**src/rtl/nic_pkg.sv**
```systemverilog
// Packet ring shared types for the rf68000 SoC.
// Packet layout, packet type codes and well-known node IDs.
package nic_pkg;

    localparam logic [5:0] NIC_SERVER_ID = 6'd62;
    localparam logic [5:0] NIC_BCAST_ID  = 6'd63;

    typedef enum logic [3:0] {
        PT_NULL  = 4'd0,
        PT_READ  = 4'd1,
        PT_WRITE = 4'd2,
        PT_AREAD = 4'd3,
        PT_ACK   = 4'd4,
        PT_AACK  = 4'd5,
        PT_ERR   = 4'd6,
        PT_VPA   = 4'd7,
        PT_IRQ   = 4'd8
    } pkt_type_t;

    typedef struct packed {
        logic [5:0]  did;
        logic [5:0]  sid;
        logic [5:0]  age;
        logic        ack;
        pkt_type_t   typ;
        logic [7:0]  asid;
        logic        mmus;
        logic        ios;
        logic        iops;
        logic [3:0]  sel;
        logic [31:0] adr;
        logic [31:0] dat;
    } packet_t;

endpackage

```
**src/rtl/rf68000_ring_server_if.sv**
```systemverilog
// Bus master port of the ring server.
// Master drives strobes/attributes; slave returns terminations and data.
interface rf68000_ring_server_if;
    logic [5:0]  core;
    logic        cyc;
    logic        stb;
    logic        we;
    logic [3:0]  sel;
    logic [7:0]  asid;
    logic [31:0] adr;
    logic [31:0] wdat;
    logic        mmus;
    logic        ios;
    logic        iops;
    logic        ack;
    logic        err;
    logic        vpa;
    logic [31:0] rdat;

    modport master (
        output core, cyc, stb, we, sel, asid, adr, wdat,
        output mmus, ios, iops,
        input  ack, err, vpa, rdat
    );

    modport slave (
        input  core, cyc, stb, we, sel, asid, adr, wdat,
        input  mmus, ios, iops,
        output ack, err, vpa, rdat
    );
endinterface

```
**src/rtl/rf68000_ring_fifo.sv**
```systemverilog
// Request queue for the ring server.
// First-word-fall-through packet FIFO with registered pointers.
module rf68000_ring_fifo
    import nic_pkg::*;
#(
    parameter int DEPTH = 4
) (
    input  logic    clk_i,
    input  logic    rst_i,
    input  logic    push,
    input  logic    pop,
    input  packet_t din,
    output packet_t dout,
    output logic    full,
    output logic    empty
);
    localparam int AW = $clog2(DEPTH);

    packet_t        mem [DEPTH];
    logic [AW-1:0]  wr_ptr;
    logic [AW-1:0]  rd_ptr;
    logic [AW:0]    cnt;
    logic           do_push;
    logic           do_pop;

    assign full    = (cnt == (AW+1)'(DEPTH));
    assign empty   = (cnt == '0);
    assign do_push = push && !full;
    assign do_pop  = pop && !empty;
    assign dout    = mem[rd_ptr];

    // Storage write; contents need no reset.
    always_ff @(posedge clk_i) begin
        if (do_push) mem[wr_ptr] <= din;
    end

    // Pointer and occupancy tracking.
    always_ff @(posedge clk_i or negedge rst_i) begin
        if (!rst_i) begin
            wr_ptr <= '0;
            rd_ptr <= '0;
            cnt    <= '0;
        end else begin
            if (do_push) wr_ptr <= wr_ptr + 1'b1;
            if (do_pop)  rd_ptr <= rd_ptr + 1'b1;
            if (do_push && !do_pop)      cnt <= cnt + 1'b1;
            else if (do_pop && !do_push) cnt <= cnt - 1'b1;
        end
    end
endmodule

```
**src/rtl/rf68000_ring_server.sv**
```systemverilog
// Ring root / global resource responder at node 62.
// Captures requests, runs one bus cycle each, returns a response packet.
module rf68000_ring_server
    import nic_pkg::*;
#(
    parameter logic [5:0] ID         = NIC_SERVER_ID,
    parameter int         FIFO_DEPTH = 4,
    parameter logic [5:0] MAX_AGE    = 6'd63,
    parameter bit         SYNC_WRITE = 1'b1
) (
    input  logic           clk_i,
    input  logic           rst_i,
    input  packet_t        packet_i,
    output packet_t        packet_o,
    input  packet_t        rpacket_i,
    output packet_t        rpacket_o,
    rf68000_ring_server_if.master m,
    output logic           busy_o,
    output logic [15:0]    drop_cnt_o
);
    localparam logic [0:0] ST_IDLE = 1'b0;
    localparam logic [0:0] ST_BUS  = 1'b1;

    logic [0:0]  state;
    packet_t     req;
    packet_t     resp;
    logic        resp_valid;
    logic [10:0] tmo;
    packet_t     fifo_dout;
    logic        full;
    logic        empty;
    logic        push;
    logic        pop;
    logic        term;
    logic        load_resp;
    pkt_type_t   rtyp;
    packet_t     pkt_n;
    packet_t     rpk_n;
    logic        drop_req;
    logic        drop_rsp;
    logic        inject;
    logic        is_req;
    logic [16:0] drop_sum;

    rf68000_ring_fifo #(.DEPTH(FIFO_DEPTH)) u_fifo (
        .clk_i (clk_i),
        .rst_i (rst_i),
        .push  (push),
        .pop   (pop),
        .din   (packet_i),
        .dout  (fifo_dout),
        .full  (full),
        .empty (empty)
    );

    assign is_req = (packet_i.typ == PT_READ) ||
                    (packet_i.typ == PT_AREAD) ||
                    (packet_i.typ == PT_WRITE);
    assign pop    = (state == ST_IDLE) && !empty && !resp_valid;
    assign term   = m.ack || m.err || m.vpa || tmo[10];
    assign load_resp = (req.typ != PT_WRITE) || SYNC_WRITE;
    assign busy_o = !empty || (state == ST_BUS) || resp_valid;

    // Request ring: age, capture, discard and drop stale packets.
    always_comb begin
        pkt_n    = packet_i;
        push     = 1'b0;
        drop_req = 1'b0;
        if (packet_i.did != 6'd0) pkt_n.age = packet_i.age + 6'd1;
        if (packet_i.did == ID && is_req && !full) begin
            push = 1'b1;
        end
        if (push || (packet_i.did == ID && !is_req)) begin
            pkt_n.did = '0;
            pkt_n.sid = '0;
        end else if (packet_i.did != 6'd0 &&
                     packet_i.age >= MAX_AGE - 6'd1) begin
            pkt_n.did = '0;
            pkt_n.sid = '0;
            drop_req  = 1'b1;
        end
    end

    // Response ring: age, inject pending response into an empty slot.
    always_comb begin
        rpk_n    = rpacket_i;
        inject   = 1'b0;
        drop_rsp = 1'b0;
        if (rpacket_i.did != 6'd0) rpk_n.age = rpacket_i.age + 6'd1;
        if (rpacket_i.did == 6'd0 && resp_valid) begin
            rpk_n  = resp;
            inject = 1'b1;
        end else if (rpacket_i.did != 6'd0 &&
                     rpacket_i.age >= MAX_AGE - 6'd1) begin
            rpk_n.did = '0;
            rpk_n.sid = '0;
            drop_rsp  = 1'b1;
        end
    end

    // Termination priority: ack, then err, then vpa, then timeout.
    always_comb begin
        rtyp = PT_ERR;
        if (m.ack)      rtyp = (req.typ == PT_AREAD) ? PT_AACK : PT_ACK;
        else if (m.err) rtyp = PT_ERR;
        else if (m.vpa) rtyp = PT_VPA;
        drop_sum = {1'b0, drop_cnt_o} + {16'd0, drop_req} +
                   {16'd0, drop_rsp};
    end

    // Ring registers and saturating drop counter.
    always_ff @(posedge clk_i or negedge rst_i) begin
        if (!rst_i) begin
            packet_o   <= '0;
            rpacket_o  <= '0;
            drop_cnt_o <= '0;
        end else begin
            packet_o   <= pkt_n;
            rpacket_o  <= rpk_n;
            drop_cnt_o <= drop_sum[16] ? 16'hFFFF : drop_sum[15:0];
        end
    end

    // Bus FSM, timeout counter and response holding register.
    always_ff @(posedge clk_i or negedge rst_i) begin
        if (!rst_i) begin
            state      <= ST_IDLE;
            req        <= '0;
            resp       <= '0;
            resp_valid <= 1'b0;
            tmo        <= '0;
            m.core     <= '0;
            m.cyc      <= 1'b0;
            m.stb      <= 1'b0;
            m.we       <= 1'b0;
            m.sel      <= '0;
            m.asid     <= '0;
            m.adr      <= '0;
            m.wdat     <= '0;
            m.mmus     <= 1'b0;
            m.ios      <= 1'b0;
            m.iops     <= 1'b0;
        end else begin
            if (inject) resp_valid <= 1'b0;
            if (!m.stb || term) tmo <= '0;
            else                tmo <= tmo + 11'd1;
            unique case (state)
                ST_IDLE: begin
                    if (pop) begin
                        req    <= fifo_dout;
                        m.core <= fifo_dout.sid;
                        m.cyc  <= 1'b1;
                        m.stb  <= 1'b1;
                        m.we   <= (fifo_dout.typ == PT_WRITE);
                        m.sel  <= (fifo_dout.typ == PT_WRITE) ?
                                  fifo_dout.sel : 4'hF;
                        m.asid <= fifo_dout.asid;
                        m.adr  <= fifo_dout.adr;
                        m.wdat <= fifo_dout.dat;
                        m.mmus <= fifo_dout.mmus;
                        m.ios  <= fifo_dout.ios;
                        m.iops <= fifo_dout.iops;
                        state  <= ST_BUS;
                    end
                end
                default: begin
                    if (term) begin
                        m.core <= '0;
                        m.cyc  <= 1'b0;
                        m.stb  <= 1'b0;
                        m.we   <= 1'b0;
                        m.sel  <= '0;
                        m.asid <= '0;
                        m.adr  <= '0;
                        m.wdat <= '0;
                        m.mmus <= 1'b0;
                        m.ios  <= 1'b0;
                        m.iops <= 1'b0;
                        state  <= ST_IDLE;
                        if (load_resp) begin
                            resp_valid <= 1'b1;
                            resp       <= '0;
                            resp.did   <= req.sid;
                            resp.sid   <= ID;
                            resp.ack   <= 1'b1;
                            resp.typ   <= rtyp;
                            resp.asid  <= req.asid;
                            resp.mmus  <= req.mmus;
                            resp.ios   <= req.ios;
                            resp.iops  <= req.iops;
                            resp.adr   <= req.adr;
                            resp.dat   <= m.rdat;
                        end
                    end
                end
            endcase
        end
    end
endmodule

```
**src/flat_wrapper.sv**
```systemverilog
// flat-port wrapper written by rule: the top's interface ports become plain ports
module rf68000_ring_server_flat import nic_pkg::*;
#(
    parameter logic [5:0] ID         = NIC_SERVER_ID,
    parameter int         FIFO_DEPTH = 4,
    parameter logic [5:0] MAX_AGE    = 6'd63,
    parameter bit         SYNC_WRITE = 1'b1
)
  (clk_i, rst_i, packet_i, packet_o, rpacket_i, rpacket_o, busy_o, drop_cnt_o, m_core, m_cyc, m_stb, m_we, m_sel, m_asid, m_adr, m_wdat, m_mmus, m_ios, m_iops, m_ack, m_err, m_vpa, m_rdat);
  rf68000_ring_server_if m_i ();
  input  logic clk_i;
  input  logic rst_i;
  input  packet_t packet_i;
  output packet_t packet_o;
  input  packet_t rpacket_i;
  output packet_t rpacket_o;
  output logic busy_o;
  output logic [15:0] drop_cnt_o;
  output wire logic [$bits(m_i.core)-1:0] m_core;
  output wire logic [$bits(m_i.cyc)-1:0] m_cyc;
  output wire logic [$bits(m_i.stb)-1:0] m_stb;
  output wire logic [$bits(m_i.we)-1:0] m_we;
  output wire logic [$bits(m_i.sel)-1:0] m_sel;
  output wire logic [$bits(m_i.asid)-1:0] m_asid;
  output wire logic [$bits(m_i.adr)-1:0] m_adr;
  output wire logic [$bits(m_i.wdat)-1:0] m_wdat;
  output wire logic [$bits(m_i.mmus)-1:0] m_mmus;
  output wire logic [$bits(m_i.ios)-1:0] m_ios;
  output wire logic [$bits(m_i.iops)-1:0] m_iops;
  input wire logic [$bits(m_i.ack)-1:0] m_ack;
  input wire logic [$bits(m_i.err)-1:0] m_err;
  input wire logic [$bits(m_i.vpa)-1:0] m_vpa;
  input wire logic [$bits(m_i.rdat)-1:0] m_rdat;
  assign m_core = m_i.core;
  assign m_cyc = m_i.cyc;
  assign m_stb = m_i.stb;
  assign m_we = m_i.we;
  assign m_sel = m_i.sel;
  assign m_asid = m_i.asid;
  assign m_adr = m_i.adr;
  assign m_wdat = m_i.wdat;
  assign m_mmus = m_i.mmus;
  assign m_ios = m_i.ios;
  assign m_iops = m_i.iops;
  assign m_i.ack = m_ack;
  assign m_i.err = m_err;
  assign m_i.vpa = m_vpa;
  assign m_i.rdat = m_rdat;
  rf68000_ring_server #(.ID(ID), .FIFO_DEPTH(FIFO_DEPTH), .MAX_AGE(MAX_AGE), .SYNC_WRITE(SYNC_WRITE)) u_core (.clk_i(clk_i), .rst_i(rst_i), .packet_i(packet_i), .packet_o(packet_o), .rpacket_i(rpacket_i), .rpacket_o(rpacket_o), .m(m_i), .busy_o(busy_o), .drop_cnt_o(drop_cnt_o));
endmodule
```
**config.mk**
```make
export PLATFORM = sky130hd
export DESIGN_NAME = rf68000_ring_server_flat
export DESIGN_NICKNAME = d
export VERILOG_FILES = /design/src/rtl/nic_pkg.sv /design/src/rtl/rf68000_ring_server_if.sv /design/src/rtl/rf68000_ring_fifo.sv /design/src/rtl/rf68000_ring_server.sv /design/src/flat_wrapper.sv
export SDC_FILE = /design/constraint.sdc
export NUM_CORES = 1
export LEC_CHECK = 0
export ABC_CLOCK_PERIOD_IN_PS = 3300
export BUFFER_PORTS_ARGS = -buffer_cell sky130_fd_sc_hd__buf_2
export CORE_MARGIN = 5
export CORE_UTILIZATION = 50
export DETAILED_ROUTE_END_ITERATION = 6
export PLACE_DENSITY = 0.8
export SLEW_MARGIN = 25
export SYNTH_ARGS = -nofsm -noshare
export SYNTH_HDL_FRONTEND = slang
export SYNTH_SLANG_ARGS = --single-unit
```
**constraint.sdc**
```tcl
create_clock -name clk_i -period 3.3 [get_ports clk_i]
set_input_delay 0.33 -clock clk_i [delete_from_list [all_inputs] [get_ports clk_i]]
set_output_delay 0.33 -clock clk_i [all_outputs]
set_load 0.05 [all_outputs]
```
# After elaboration in Yosys (flattened, before gate mapping)

Memory sizes are Yosys's and may differ from the RTL's.
Cells that the tools add are included.

RAM bits: 408
Bits in registers: 467
Output and inout bits: 309
Input bits: 241
Word-level logic and storage cells: 171
Memories: 1

Memory list:

| memory            | words | width | read ports | clocked after memory_dff | write ports | line                    | source |
|---|---|---|---|---|---|---|---|
| u_core.u_fifo.mem | 4     | 102   | 1          | 0                        | 1           | rf68000_ring_fifo.sv:19 | `packet_t mem [DEPTH];` |

Multiplexer cells: 55
Reduce and logical (&&, ||, !) cells: 37
Order comparisons: 2
Equality and inequality tests: 8
Add/subtract/negate cells: 9
Bitwise gates (word level): 1

Operator list:

| kind                  | count |
|---|---|
| $mux 32               | 5 |
| $mux 90               | 1 |
| $mux 12               | 4 |
| $mux 6                | 5 |
| $mux 1                | 27 |
| $mux 4                | 6 |
| $mux 8                | 3 |
| $add 16x1->17         | 1 |
| $add 17x1->17         | 1 |
| $eq 4x2->1 const B    | 4 |
| $mux 16               | 1 |
| $add 6x1->6 const B   | 2 |
| $ge 6x6->1 const B    | 2 |
| $logic_and 1x1->1     | 12 |
| $reduce_bool 6->1     | 2 |
| $add 11x1->11 const B | 1 |
| $mux 11               | 1 |
| $logic_or 1x1->1      | 9 |
| $logic_not 1->1       | 7 |
| $eq 6x6->1 const B    | 1 |
| $logic_not 6->1       | 1 |
| $mux 3                | 2 |
| $reduce_and 2->1      | 3 |
| $add 2x1->2 const B   | 2 |
| 8 further kinds       | 9 |

# Logic depth before layout (Yosys ltp)

Depth after elaboration: 11
Depth in mapped cells: 12
Depth with buffers taken out: 11

# Cells and area by module

Synthesis repeated with hierarchy kept, for this count alone.

Cell total of the unflattened synthesis: 1966
Area total of the unflattened synthesis: 32115.8 um^2

Modules (own cells, without submodules):

| module              | seq. area each (um^2) | area an instance (um^2) | times used | cells an instance |
|---|---|---|---|---|
| rf68000_ring_server | 11436.0               | 16923.7                 | 1          | 1397 |
| rf68000_ring_fifo   | 12426.9               | 15192.1                 | 1          | 569 |

# Least setup slack after synthesis

No wires, ideal clock.

Path kind: input to register
Start: input port packet_i[100] (netlist name)
End: memory u_core.u_fifo.mem[0][0] (netlist name) (enable)
Setup time: 0.457 ns
Cell stages on the path: 4
Arrival: 3.168 ns
Slack: -0.326 ns
Buffers on the path: 0
Path through: nand4_1 -> nor3b_1 -> nor3b_2 -> and2_1

Cells in the longest elaborated chain, start to end: 7

RTL lines:

| element                        | line                      | source |
|---|---|---|
| start, declared                | flat_wrapper.sv:13        | `input packet_t packet_i;` |
| $eq 6x6->1                     | rf68000_ring_server.sv:70 | `if (packet_i.did == ID && is_req && !full) begin` |
| $logic_and 1x1->1 (2 in a row) | rf68000_ring_server.sv:70 |  |
| $mux 1                         | rf68000_ring_server.sv:70 |  |
| $logic_and 1x1->1              | rf68000_ring_fifo.sv:28   | `assign do_push = push && !full;` |
| net u_core.u_fifo.do_push      | rf68000_ring_fifo.sv:23   | `logic do_push;` |
| $mux 1                         | rf68000_ring_fifo.sv:34   | `if (do_push) mem[wr_ptr] <= din;` |
| $mux 1 (implied by the code)   | rf68000_ring_fifo.sv:34   |  |
| end, declared                  | rf68000_ring_fifo.sv:19   |  |

The timed path passes the listed nets, and every way through them passes these cells.

# Worst setup path in the final report

Start: register u_core.u_fifo.cnt[0]
End: register u_core.drop_cnt_o[6]

Cells in the longest elaborated chain, start to end: 9

RTL lines:

| element                | line                       | source |
|---|---|---|
| start, declared        | rf68000_ring_fifo.sv:22    | `logic [AW:0] cnt;` |
| start signal, assigned | rf68000_ring_fifo.sv:46    | `if (do_push && !do_pop) cnt <= cnt + 1'b1;` |
| start signal, assigned | rf68000_ring_fifo.sv:47    | `else if (do_pop && !do_push) cnt <= cnt - 1'b1;` |
| $eq 3x3->1             | rf68000_ring_fifo.sv:26    | `assign full = (cnt == (AW+1)'(DEPTH));` |
| $logic_not 1->1        | rf68000_ring_server.sv:70  |  |
| $logic_and 1x1->1      | rf68000_ring_server.sv:70  |  |
| $mux 1                 | rf68000_ring_server.sv:70  |  |
| $logic_or 1x1->1       | rf68000_ring_server.sv:73  | `if (push \|\| (packet_i.did == ID && !is_req)) begin` |
| $mux 1                 | rf68000_ring_server.sv:73  |  |
| $add 16x1->17          | rf68000_ring_server.sv:107 | `drop_sum = {1'b0, drop_cnt_o} + {16'd0, drop_req} +` |
| $add 17x1->17          | rf68000_ring_server.sv:107 |  |
| $mux 16                | rf68000_ring_server.sv:120 | `drop_cnt_o <= drop_sum[16] ? 16'hFFFF : drop_sum[15:0];` |
| end signal, assigned   | rf68000_ring_server.sv:120 |  |
| end, declared          | rf68000_ring_server.sv:19  | `output logic [15:0] drop_cnt_o` |

No other way between the ends.
A chain may end at the register's enable or synchronous reset.

==> impl_metrics.py <==
metrics = {
    "floorplanning": {
        "initial_core_util_pct": 50.20,
        "die_h_microns": 252.7,
        "dieArea_sq_um": 63870,
        "die_width_microns": 252.7,
        "coreArea_sq_um": 58690,
        "rows": 89,
        "io_pins": 550,
    },
    "outcome": {
        "status": "completed",
    },
    "logic_synthesis": {
        "synth_area_sq_um": 29460,
        "synth_edf_count": 356,
        "syn_avg_cell_area_sq_um": 15.43,
        "synth_cell_type_count": 43,
        "syn-num-nets": 2163,
        "ys_async_sr_fraction_pct": 56.59,
        "synth_top_area_cell": "dfrtp_1",
        "ys_ff_latch": 820,
        "ys_seq_area_share_pct": 75.71,
        "netlist_instances": 1909,
        "synth_top_area_share_pct": 39.42,
        "ys.flop_type": "dfrtp_1",
        "synth_area_leaders": "dfrtp_1, edfxtp_1, mux4_2",
        "yosys_warnings": 0,
    },
    "layout": {
        "drive_above_1_share_pct": 30.09,
        "mostFrequentLayoutCell": "buf_2",
        "layout_common_cells": "buf_2, nand2_1, dfrtp_1",
        "final_net_count": 2982,
        "area_growth_pct": 31.49,
        "fin_util_pct": 66.00,
        "fin_area_sq_um": 38730,
    },
    "min_path": {
        "hold_path_depth": 3,
        "hold_path_class": "in2reg",
        "worstHoldEndpoint": "u_core.rpacket_o[69]$_DFF_PN0_",
        "min_from": "rpacket_i[69]",
    },
    "timing": {
        "fmax_mhz": 329.9,
        "max_slew_margin_pct": 47.55,
        "finalSetupViolCount": 0,
        "worst_pin_slew_ns": 0.7867,
        "rsz0062_at_grt": "false",
        "clock_skew_ns": 0.02158,
        "hold_ws_ns": 0.04347,
        "finalHoldViolations": 0,
        "period_needed_ns": 3.031,
        "fin_setup_tns_ns": 0,
        "slew_violations": 0,
        "fin_crit_sh_pct": 91.85,
        "worst_slack_ns": 0.2690,
    },
    "global_routing": {
        "grt_max_degree": 92,
        "antenna_found_initial": 3,
        "grt-ovfl-total": 0,
        "grt_pass1_wl_mm": 123.4,
        "grt_use_total_pct": 25.10,
        "grt_pass1_vias": 20630,
    },
    "cts": {
        "clock_sinks": 820,
        "clk_pin_slew_ns": 0.06,
        "cts_setup_buffers": 0,
        "h-tree-depth": 3,
        "clk_latency_ns": 0.62,
        "cts_tree": "done",
        "cts_root_buf": "clkbuf_16",
        "cts_buffers": 83,
        "clock_path_buffers": 3,
    },
    "power": {
        "seqPwrFrac_pct": 41.3,
        "switchingPower_w": 0.01045,
        "pwr-share-clk_pct": 32.1,
        "p_sw_share_pct": 32.81,
        "p_int_w": 0.02140,
        "leakage_nw": 17.62,
        "p_comb_share_pct": 26.6,
        "powerDensity_nw_per_um2": 822.5,
        "peakVddDrop_uv": 643.0,
    },
    "detailed_routing": {
        "drtIter0Drc": 1582,
        "vias_per_cell": 5.406,
        "wl_mm": 81.60,
        "firstDrtPassIters": 6,
        "route.detailed.drc": 0,
        "vias": 19320,
        "ant_nets": 0,
        "wl_per_cell_microns": 22.84,
    },
    "setup_path": {
        "r2r_setup_slack_ns": 0.27,
        "rr_startpoint": "u_core.u_fifo.cnt[0]$_DFFE_PN0P_",
        "r2r-end": "u_core.drop_cnt_o[6]$_DFF_PN0_",
        "crit_type": "reg2reg",
        "worst-path-max-fanout": 13,
        "rr_worst_depth": 10,
        "required_ns": 3.83,
        "cp.arrival_ns": 3.56,
        "end_kind": "register",
        "startpoint_type": "register",
    },
    "flow_run": {
        "drv_cap": 0,
    },
    "placement": {
        "place_hpwl_mm": 48.40,
        "post_dp_cell_area_sq_um": 33330,
        "globalplace.congestion": 0.9325,
        "pre_cts_ws_ns": 0.3047,
        "numPortBuffers": 549,
    },
}
## synth_stat cells (2+ instances only)
cell type	n
nand2_1	518
dfrtp_1	464
edfxtp_1	356
a21o_1	105
mux4_2	89
and2_1	70
clkbuf_1	46
a22o_1	36
nor2_1	31
buf_2	26
xnor2_1	22
nand3_1	16
a21oi_1	14
buf_4	12
ha_1	11
inv_1	10
nor3_1	9
and3_1	8
nand4_1	8
xor2_1	7
o21ai_0	6
nand2b_1	5
a221o_1	4
a31oi_1	4
mux2_2	3
nor3b_1	3
nor4_1	3
a211oi_1	2
a41oi_1	2
fa_1	2
nor2b_1	2
nor4_2	2
or2_2	2
or3_1	2
## routing by layer
layer | GRT usage [%] | wire, microns
met4 | 11.08 | 3545
met2 | 42.56 | 41600
met5 | 0 | 13
met1 | 31.78 | 30690
met3 | 5.011 | 5747
## layout make-up
cell class / instances / area, sq um
antenna: 2 / 5.005
timing repair buffer: 820 / 5618
fill: 3779 / 19950
multi-input combinational: 993 / 6770
tap: 773 / 967.2
clock buffer: 109 / 2372
clock inverter: 46 / 654.4
inverter: 10 / 37.54
sequential: 820 / 22310
## how the worst max path moves through the flow
stage / startpoint / to / slack, ns / depth (start not counted)
5_1_grt: u_core.u_fifo.cnt[0]$_DFFE_PN0P_ / u_core.drop_cnt_o[6]$_DFF_PN0_ / 0.03 / 10
4_1_cts: u_core.u_fifo.cnt[0]$_DFFE_PN0P_ / u_core.drop_cnt_o[6]$_DFF_PN0_ / 0.34 / 10
2_1_floorplan: packet_i[100] / u_core.u_fifo.mem[0][0]$_DFFE_PP_ / 0.64 / 4
3_5_place_dp: packet_i[82] / u_core.drop_cnt_o[6]$_DFF_PN0_ / 0.30 / 11
3_3_place_gp: packet_i[100] / u_core.drop_cnt_o[6]$_DFF_PN0_ / 0.44 / 11
6_report: u_core.u_fifo.cnt[0]$_DFFE_PN0P_ / u_core.drop_cnt_o[6]$_DFF_PN0_ / 0.27 / 10
## power by group through the flow
stage	registers (W)	clock network, W	logic, W
6_report	0.0132	0.0102	0.00848
5_1_grt	0.0133	0.0109	0.00911
4_1_cts	0.0131	0.0104	0.00849
3_5_place_dp	0.0133	0	0.00821
3_3_place_gp	0.0132	0	0.00799
2_1_floorplan	0.0148	0	0.00411
## metrics by stage
| step | total power [W] | cells |
|---|---|---|
| 2_1_floorplan | 0.01893 | 1909 |
| 5_1_grt | 0.03326 | 3573 |
| 3_5_place_dp | 0.02150 | 3182 |
| 3_3_place_gp | 0.02122 | 3182 |
| 4_1_cts | 0.03198 | 3569 |
| 6_report | 0.03186 | 3573 |
## flip-flops by register name (all words and copies together) (netlist names), 16 cells and up
name	flops
u_core.m.wdat	32
u_core.drop_cnt_o	16
u_core.resp	84
u_core.rpacket_o	102
u_core.packet_o	102
u_core.u_fifo.mem	356
u_core.m.adr	32
u_core.req	53
## logic make-up (layout without fill, tap and decap cells)
family,count (synthesis),count (layout),share of synthesized area [%]
flip-flops,820,820,75.71
AND/OR/NAND/NOR,684,684,9.926
AO/OA/AOI/OAI,175,175,4.468
buffers and inverters,96,985,1.512
multiplexers,92,92,6.919
XOR/XNOR,29,29,0.8622
adder cells (fa/ha/maj),13,13,0.6032
other,0,2,0
## timing repair
| item | CTS | global route |
|---|---|---|
| hold buffers | 232 | 0 |
| endpoints found under the hold margin | 657 | 0 |
| gates resized for setup | 0 | 1 |
| endpoints found under the setup margin | 0 | 13 |
## critical path, cell delays in order, from the launching register on
cell and delay, ns:
dfrtp_1 0.45, nor3b_1 0.37, o211ai_1 0.19, nand2_1 0.16
and3_1 0.33, fa_1 0.31, ha_1 0.27, nand2_1 0.15
nor2_1 0.26, nand3_2 0.30, o21ai_0 0.17
Power figures use the tool's default switching activity.
